File: config.mk
export PLATFORM = sky130hd
export DESIGN_NAME = squeeze_bias_relu
export DESIGN_NICKNAME = d
export VERILOG_FILES = /design/src/rtl/squeeze_bias_relu.sv
export SDC_FILE = /design/constraint.sdc
export NUM_CORES = 1
export LEC_CHECK = 0
export CELL_PAD_IN_SITES_DETAIL_PLACEMENT = 0
export CELL_PAD_IN_SITES_GLOBAL_PLACEMENT = 1
export CORE_AREA = 2 2 718 720
export CTS_BUF_LIST = sky130_fd_sc_hd__clkbuf_8
export DETAILED_ROUTE_END_ITERATION = 12
export DIE_AREA = 0 0 720 722
export PLACE_DENSITY_LB_ADDON = 0.1
export SKIP_LAST_GASP = 1
export SLEW_MARGIN = 20
export SYNTH_ARGS = -nofsm -noshare
export SYNTH_HDL_FRONTEND = slang
export SYNTH_SLANG_ARGS = --single-unit
File: constraint.sdc
create_clock -name clk -period 7.8 [get_ports clk]
set_input_delay 1.17 -clock clk [delete_from_list [all_inputs] [get_ports clk]]
set_output_delay 1.17 -clock clk [all_outputs]
set_load 0.05 [all_outputs]
File: src/rtl/squeeze_bias_relu.sv
// Post-MAC stage: adds sign-magnitude channel bias, applies ReLU and saturates
// to 16 bits, streaming results over a valid/ready handshake.
module squeeze_bias_relu #(
  parameter int NUM_CH     = 112,
  parameter int NUM_PIX    = 169,
  parameter int ACC_W      = 32,
  parameter int BIAS_SHIFT = 0,
  parameter int OUT_SHIFT  = 0
) (
  input  logic                    clk,
  input  logic                    rst,
  input  logic                    start,
  input  logic [NUM_CH-1:0][15:0] bias_mem,
  input  logic signed [ACC_W-1:0] acc_data,
  input  logic                    acc_valid,
  output logic                    acc_ready,
  output logic [15:0]             out_data,
  output logic [6:0]              out_ch,
  output logic                    out_valid,
  input  logic                    out_ready,
  output logic                    busy,
  output logic                    done
);

  localparam int CH_W  = (NUM_CH  > 1) ? $clog2(NUM_CH)  : 1;
  localparam int PIX_W = (NUM_PIX > 1) ? $clog2(NUM_PIX) : 1;
  localparam logic [CH_W-1:0]  CH_LAST  = CH_W'(NUM_CH - 1);
  localparam logic [PIX_W-1:0] PIX_LAST = PIX_W'(NUM_PIX - 1);
  localparam logic signed [ACC_W:0] MAX_OUT = 32767;

  localparam logic [1:0] S_IDLE  = 2'd0;
  localparam logic [1:0] S_RUN   = 2'd1;
  localparam logic [1:0] S_DRAIN = 2'd2;
  localparam logic [1:0] S_DONE  = 2'd3;

  logic [1:0]              state_q, state_d;
  logic [CH_W-1:0]         ch_cnt_q, ch_cnt_d;
  logic [PIX_W-1:0]        pix_cnt_q, pix_cnt_d;
  logic signed [ACC_W:0]   s1_sum_q, s1_sum_d;
  logic [CH_W-1:0]         s1_ch_q, s1_ch_d;
  logic                    s1_valid_q, s1_valid_d;
  logic [15:0]             out_data_q, out_data_d;
  logic [6:0]              out_ch_q, out_ch_d;
  logic                    out_valid_q, out_valid_d;

  logic                    adv, accept;
  logic [15:0]             bias_w;
  logic signed [15:0]      bias_mag, bias_tc;
  logic signed [ACC_W:0]   bias_ext, acc_ext, t;

  // One global enable: both stages move together or hold together.
  assign adv       = !out_valid_q || out_ready;
  assign acc_ready = (state_q == S_RUN) && adv;
  assign accept    = acc_valid && acc_ready;

  // Sign-magnitude to two's complement; 0x8000 maps to 0 naturally.
  assign bias_w   = bias_mem[ch_cnt_q];
  assign bias_mag = {1'b0, bias_w[14:0]};
  assign bias_tc  = bias_w[15] ? -bias_mag : bias_mag;
  assign bias_ext = {{(ACC_W-15){bias_tc[15]}}, bias_tc};
  assign acc_ext  = {acc_data[ACC_W-1], acc_data};
  assign t        = s1_sum_q >>> OUT_SHIFT;

  always_comb begin
    state_d     = state_q;
    ch_cnt_d    = ch_cnt_q;
    pix_cnt_d   = pix_cnt_q;
    s1_sum_d    = s1_sum_q;
    s1_ch_d     = s1_ch_q;
    s1_valid_d  = s1_valid_q;
    out_data_d  = out_data_q;
    out_ch_d    = out_ch_q;
    out_valid_d = out_valid_q;

    case (state_q)
      S_IDLE: if (start) begin
        state_d   = S_RUN;
        ch_cnt_d  = '0;
        pix_cnt_d = '0;
      end
      S_RUN: if (accept) begin
        if (ch_cnt_q == CH_LAST) begin
          ch_cnt_d  = '0;
          pix_cnt_d = pix_cnt_q + PIX_W'(1);
          if (pix_cnt_q == PIX_LAST) state_d = S_DRAIN;
        end else begin
          ch_cnt_d = ch_cnt_q + CH_W'(1);
        end
      end
      S_DRAIN: if (!s1_valid_q && !out_valid_q) state_d = S_DONE;
      default: state_d = S_IDLE;
    endcase

    if (adv) begin
      s1_sum_d    = acc_ext + (bias_ext <<< BIAS_SHIFT);
      s1_ch_d     = ch_cnt_q;
      s1_valid_d  = accept;
      if (t[ACC_W])       out_data_d = 16'd0;
      else if (t > MAX_OUT) out_data_d = 16'd32767;
      else                out_data_d = t[15:0];
      out_ch_d    = 7'(s1_ch_q);
      out_valid_d = s1_valid_q;
    end
  end

  always_ff @(posedge clk) begin
    if (rst) begin
      state_q     <= S_IDLE;
      ch_cnt_q    <= '0;
      pix_cnt_q   <= '0;
      s1_sum_q    <= '0;
      s1_ch_q     <= '0;
      s1_valid_q  <= 1'b0;
      out_data_q  <= '0;
      out_ch_q    <= '0;
      out_valid_q <= 1'b0;
    end else begin
      state_q     <= state_d;
      ch_cnt_q    <= ch_cnt_d;
      pix_cnt_q   <= pix_cnt_d;
      s1_sum_q    <= s1_sum_d;
      s1_ch_q     <= s1_ch_d;
      s1_valid_q  <= s1_valid_d;
      out_data_q  <= out_data_d;
      out_ch_q    <= out_ch_d;
      out_valid_q <= out_valid_d;
    end
  end

  assign out_data  = out_data_q;
  assign out_ch    = out_ch_q;
  assign out_valid = out_valid_q;
  assign busy      = (state_q == S_RUN) || (state_q == S_DRAIN);
  assign done      = (state_q == S_DONE);

endmodule
# [Word level (Yosys, flattened, before mapping)]
# Cells that the tools add are included.
[totals] regBits=82 output_inout_bits=27
[op_classes] n_mux=19 n_lt_le_gt_ge=2 n_eq_ne=10 n_addsub=4 reduce_logical=12
[ops] op="binary-select mux 16 bit (select 7 bit)" count=1
[ops] op="2-to-1 mux 16 bit" count=4
[ops] op="adder 32 x 16 -> 33 bit" count=1
[ops] op="greater-than comparator 33 x 16 -> 1 bit, second input constant" count=1
[ops] op="2-to-1 mux 8 bit" count=3
[ops] op="2-to-1 mux 7 bit" count=3
[ops] op="negation 15 -> 16 bit" count=1
[ops] op="case mux 8 bit (2 select lines)" count=1
[ops] op="case mux 7 bit (2 select lines)" count=1
[ops] op="2-to-1 mux 2 bit" count=5
[ops] op="adder 8 x 1 -> 8 bit, second input constant" count=1
[ops] op="== test 8 bit, second input constant" count=1
[ops] op="less-than comparator 7 x 8 -> 1 bit, second input constant" count=1
[ops] op="adder 7 x 1 -> 7 bit, second input constant" count=1
[ops] op="== test 7 bit, second input constant" count=1
[ops] op="!= test 2 bit, second input constant" count=3
[ops] op="case mux 2 bit (3 select lines)" count=1
[ops] op="AND reduction 5 bit" count=1
[ops] op="== test 2 bit, second input constant" count=2
[ops] op="!= test 2 x 1 -> 1 bit, second input constant" count=2
[ops] op="AND reduction 4 bit" count=1
[ops] op="logical AND 1 bit" count=3
[ops] op="AND reduction 3 bit" count=1
[ops] op="== test 2 x 1 -> 1 bit, second input constant" count=1
[ops] op="other kinds (4)" count=6

# [Logic depth before layout (Yosys ltp)]
[depth] word_depth=6 depth_mapped=32 mapped_depth_nobuf=22

# [Worst setup path after synthesis]
# OpenSTA, ideal clock, no wires.
[synth_path] kind="input to register" from="input bias_mem[117] (netlist name)" to="register s1_sum_q[29]" t_arrival_ns=5.720 n_path_buf=2 setup_slack_ns=1.963 t_required_ns=7.683 setup_ns=0.117 stages=20 path_cell_list="mux4_2 > a22o_1 > a2111oi_0 > a211oi_1 > nor4_1 > and4b_1 > dlygate4sd1_1 > and3_1 > nor2_1 > xor2_1 > ha_1 > and3_1 > a21oi_1 > a31oi_1 > a21boi_0 > inv_1 > buf_2 > and3_1 > or3_1 > a32o_1"
[synth_between] elab_chain_len=5
[synth_lines] item="from (decl)" line="13" text="input logic [NUM_CH-1:0][15:0] bias_mem,"
[synth_lines] item="binary-select mux 16 bit (select 7 bit) *" line="57" text="assign bias_w = bias_mem[ch_cnt_q];"
[synth_lines] item="2-to-1 mux 16 bit (not written as such) *" line="57"
[synth_lines] item="negation 15 -> 16 bit" line="59" text="assign bias_tc = bias_w[15] ? -bias_mag : bias_mag;"
[synth_lines] item="2-to-1 mux 16 bit *" line="59"
[synth_lines] item="adder 32 x 16 -> 33 bit *" line="95" text="s1_sum_d = acc_ext + (bias_ext <<< BIAS_SHIFT);"
[synth_lines] item="to (signal assigned)" line="121" text="s1_sum_q <= s1_sum_d;"
[synth_lines] item="to (decl)" line="39" text="logic signed [ACC_W:0] s1_sum_q, s1_sum_d;"
# Mark *: on every way between the ends. The rest lies on a longest branch, timed or not. The select of a mux whose other input is x is not followed.
# A chain may end at the register's enable or synchronous reset.

# [Final worst setup path]
[layout_path] from="register ch_cnt_q[0]" to="register s1_sum_q[19]"
[layout_between] elab_chain_len=5
[layout_lines] item="from (decl)" line="37" text="logic [CH_W-1:0] ch_cnt_q, ch_cnt_d;"
[layout_lines] item="from (signal assigned)" line="119" text="ch_cnt_q <= ch_cnt_d;"
[layout_lines] item="binary-select mux 16 bit (select 7 bit) *" line="57"
[layout_lines] item="2-to-1 mux 16 bit (not written as such) *" line="57"
[layout_lines] item="negation 15 -> 16 bit" line="59"
[layout_lines] item="2-to-1 mux 16 bit *" line="59"
[layout_lines] item="adder 32 x 16 -> 33 bit *" line="95"
# Marked as above.

==> reports/qor.yml <==
timing:
  relSlewSlack_pct: 28.6
  fin_ws_ps: 418
  post-route-period-util_pct: 94.6
  worst_slew_pin_slew_ps: 1040
  hold_viol: 0
  slew_violations: 0
  whs_ps: 460
  final-setup-viol-count: 0
  rsz0062_at_grt: "no"
  fmax_mhz: 135
  finalSetupTns_ps: 0
  clock-skew-final_ps: 26.7
  fin_crit_ps: 7380
place:
  place_hpwl_microns: 325000
  place.gp.congestion: 0.853
  io_buffers: 1855
  placed_area_sq_um: 48100
  dp_cells: 10500
  dp_slack_ps: -228
die:
  rows: 263
  die_y_microns: 722
  start_util_pct: 3.96
  die_w_microns: 720
  fp.coreArea_sq_um: 512000
  ios: 1856
  fp.dieArea_sq_um: 520000
setup_path:
  path_max_fanout: 26
  max_stage_delay_ps: 670
  critPathTopFamily: "simple AND/OR/NAND/NOR gates"
  crit_path_start_kind: "register"
  crit_buf_inv: 7
  cpMostUsedCell: "buf_4"
  rrSetupSlack_ps: 420
  crit_slowest_cell: "dfxtp_4"
  cp-end-kind: "register"
  critPathKind: "register to register"
  worstPathCellList: "buf_4 > buf_6 > mux4_1 > mux2_2 > a221oi_2 > buf_4 > a311oi_1 > nor4_4 > buf_4 > and4b_1 > nand2_1 > o21a_1 > xor2_1 > ha_1 > or2_2 > a21oi_1 > a31oi_1 > a21boi_0 > buf_4 > inv_1 > buf_4 > and3_1 > or3_1 > a32o_1"
  required_ps: 8110
  cp_data_arrival_time_ps: 7700
grt:
  grt.total_usage_pct: 13.2
  antenna_found_initial: 311
  grt_max_degree: 66
  grt_pass1_wl_microns: 425000
  grt_overflow: 0
  grt_pass1_vias: 29300
cells_and_area:
  final_area_sq_um: 48500
  instances_no_fill: 10600
  syn2layout_area_growth_pct: 139
  fillers: 59000
  drive_gt1_share_pct: 19.5
  final_nets: 5597
  final_util_pct: 9.47
job:
  cap_violations: 0
yosys:
  yosysUniqueCellTypes: 101
  synth_ff_type: "dfxtp_1"
  synthCells: 1828
  synth_edf_count: 0
  syn-cell-area_sq_um: 20300
  ys_seq_area_share_pct: 8.11
  ys_warn_count: 0
  avgSynthCellArea_sq_um: 11.1
  synth_fp_nets: 3683
  ys_async_sr_fraction_pct: 0
  synth-seq-cells: 82
power_and_ir_drop:
  total_power_mw: 5.56
  pwr_density_cell_nw_per_um2: 115
  p_leak_nw: 14.4
  ir_drop_mv: 0.0984
drt:
  drc: 0
  drt-vias-per-instance: 2.60
  route.vias.total: 27400
  drt-total-wl_microns: 360000
  drtPass1Iterations: 7
  ant_nets: 0
  drt_iter0_markers: 1245
  wire_per_inst_microns: 34.1
clock_network:
  hold_buffers: 0
  insertion_delay_ps: 440
  root_buffer: "clkbuf_8"
  cts_tree: "built"
  cts_inserted_buffers: 9
  clockBufferDepth: 2
  cts_max_level: 3
  cts_sinks: 82
  cts.clk_slew.worst_paths_ps: 110
worst_hold_path:
  hold_path.class: "register to register"
status:
  status: "complete, no violations"
[sequential cells by signal, indices dropped and copies added (netlist names)]
name        count
out_ch          7
ch_cnt_q        7
s1_sum_q       33
out_valid       1
s1_valid_q      1
pix_cnt_q       8
out_data       16
s1_ch_q         7
state_q         2
[final timing paths]
kind,from,to,cells after the start
worst max-delay path,ch_cnt_q[0]$_SDFFE_PP0P_,s1_sum_q[19]$_SDFFE_PP0N_,24
worst min-delay path,s1_ch_q[2]$_SDFFE_PP0N_,s1_ch_q[2]$_SDFFE_PP0N_,2
worst max register to register,ch_cnt_q[0]$_SDFFE_PP0P_,s1_sum_q[19]$_SDFFE_PP0N_,24
worst min register to register,s1_ch_q[2]$_SDFFE_PP0N_,s1_ch_q[2]$_SDFFE_PP0N_,2
[cell usage in the layout, fill, tap and decap left out, types with 25 or more instances in the layout]
cell             instances
o22ai_1                 40
nand2_1                122
buf_4                  214
clkdlybuf4s50_1       1854
o221ai_1                26
nor3_1                  44
a22oi_1                 45
mux2i_1                192
nand3_1                 34
a21oi_1                 88
diode_2                 54
mux4_2                 363
buf_12                  28
ha_1                    25
dfxtp_1                 75
nor2_1                  98
[Yosys cell counts (all sizes together), types with 8 or more instances]
library cell | number | area (sq um)
mux4 | 386 | 8780
mux2i | 193 | 1930
buf | 142 | 1440
nand2 | 127 | 477
nor2 | 104 | 390
a21oi | 89 | 449
dfxtp | 82 | 1640
clkbuf | 51 | 191
nor3 | 46 | 241
a22oi | 45 | 338
o22ai | 41 | 257
nand3 | 38 | 205
o221ai | 27 | 236
ha | 25 | 313
inv | 24 | 90.1
or3 | 23 | 146
mux2 | 22 | 251
o21ai | 22 | 110
a22o | 20 | 175
nor2b | 20 | 125
xnor2 | 20 | 175
a211oi | 19 | 143
and3 | 18 | 113
nand4 | 16 | 106
a2111oi | 15 | 139
a31oi | 14 | 93.8
xor2 | 13 | 114
nor4 | 12 | 96.3
and2 | 10 | 62.6
a21o | 9 | 67.6
a221oi | 9 | 91.3
a32oi | 9 | 78.8
nand3b | 9 | 71.3
o22a | 9 | 78.8
o31ai | 8 | 65.1
or4 | 8 | 60.1
[metal layers]
layer | wire (microns) | track usage (%)
met3 | 24200 | 3.32
met1 | 145000 | 15.9
met5 | 621 | 0
met2 | 188000 | 24.7
met4 | 2770 | 0.411
[layout make-up]
type	count	area, sq um	share of cell area (%)
Sequential cell	82	1670	3.44
Timing Repair Buffer	2098	20700	42.8
Antenna cell	54	135	0.279
Inverter	26	109	0.225
Multi-Input combinational cell	1525	17100	35.3
Tap cell	6757	8450	17.4
Clock inverter	6	87.6	0.181
Clock buffer	10	138	0.284
[logic make-up (layout without fill, tap and decap cells)]
logic type | count (synthesis) | count (layout) | synth area share (%)
AOI/OAI and AO/OA | 398 | 398 | 14.3
xor gates and xnor gates | 33 | 33 | 1.43
adders and majority gates | 26 | 26 | 1.64
buffers and inverters | 221 | 2140 | 8.64
DFF | 82 | 82 | 8.11
muxes | 601 | 601 | 54.1
other | 0 | 54 | 0
and+or+nand+nor | 467 | 467 | 11.8
[worst register-to-register path: cells and delay by family, from the launching register on]
family	cells	cell delay (ps)
AOI/OAI and AO/OA	7	1600
xor gates and xnor gates	1	220
adders and majority gates	1	290
buffers and inverters	7	1780
DFF	1	670
muxes	2	970
and+or+nand+nor	6	1750
[where the power goes]
part           switching [mW]  internal (mW)
registers              0.0869          0.488
clock network           0.208          0.190
logic                    2.29           2.29
[timing repair]
action                                  4_1_cts  5_1_grt
endpoints found under the setup margin        6        6
gates cloned                                  0        0
gates resized for setup                       3        1
buffers inserted                              0        2
No activity file was read; power rests on OpenSTA's default activity.
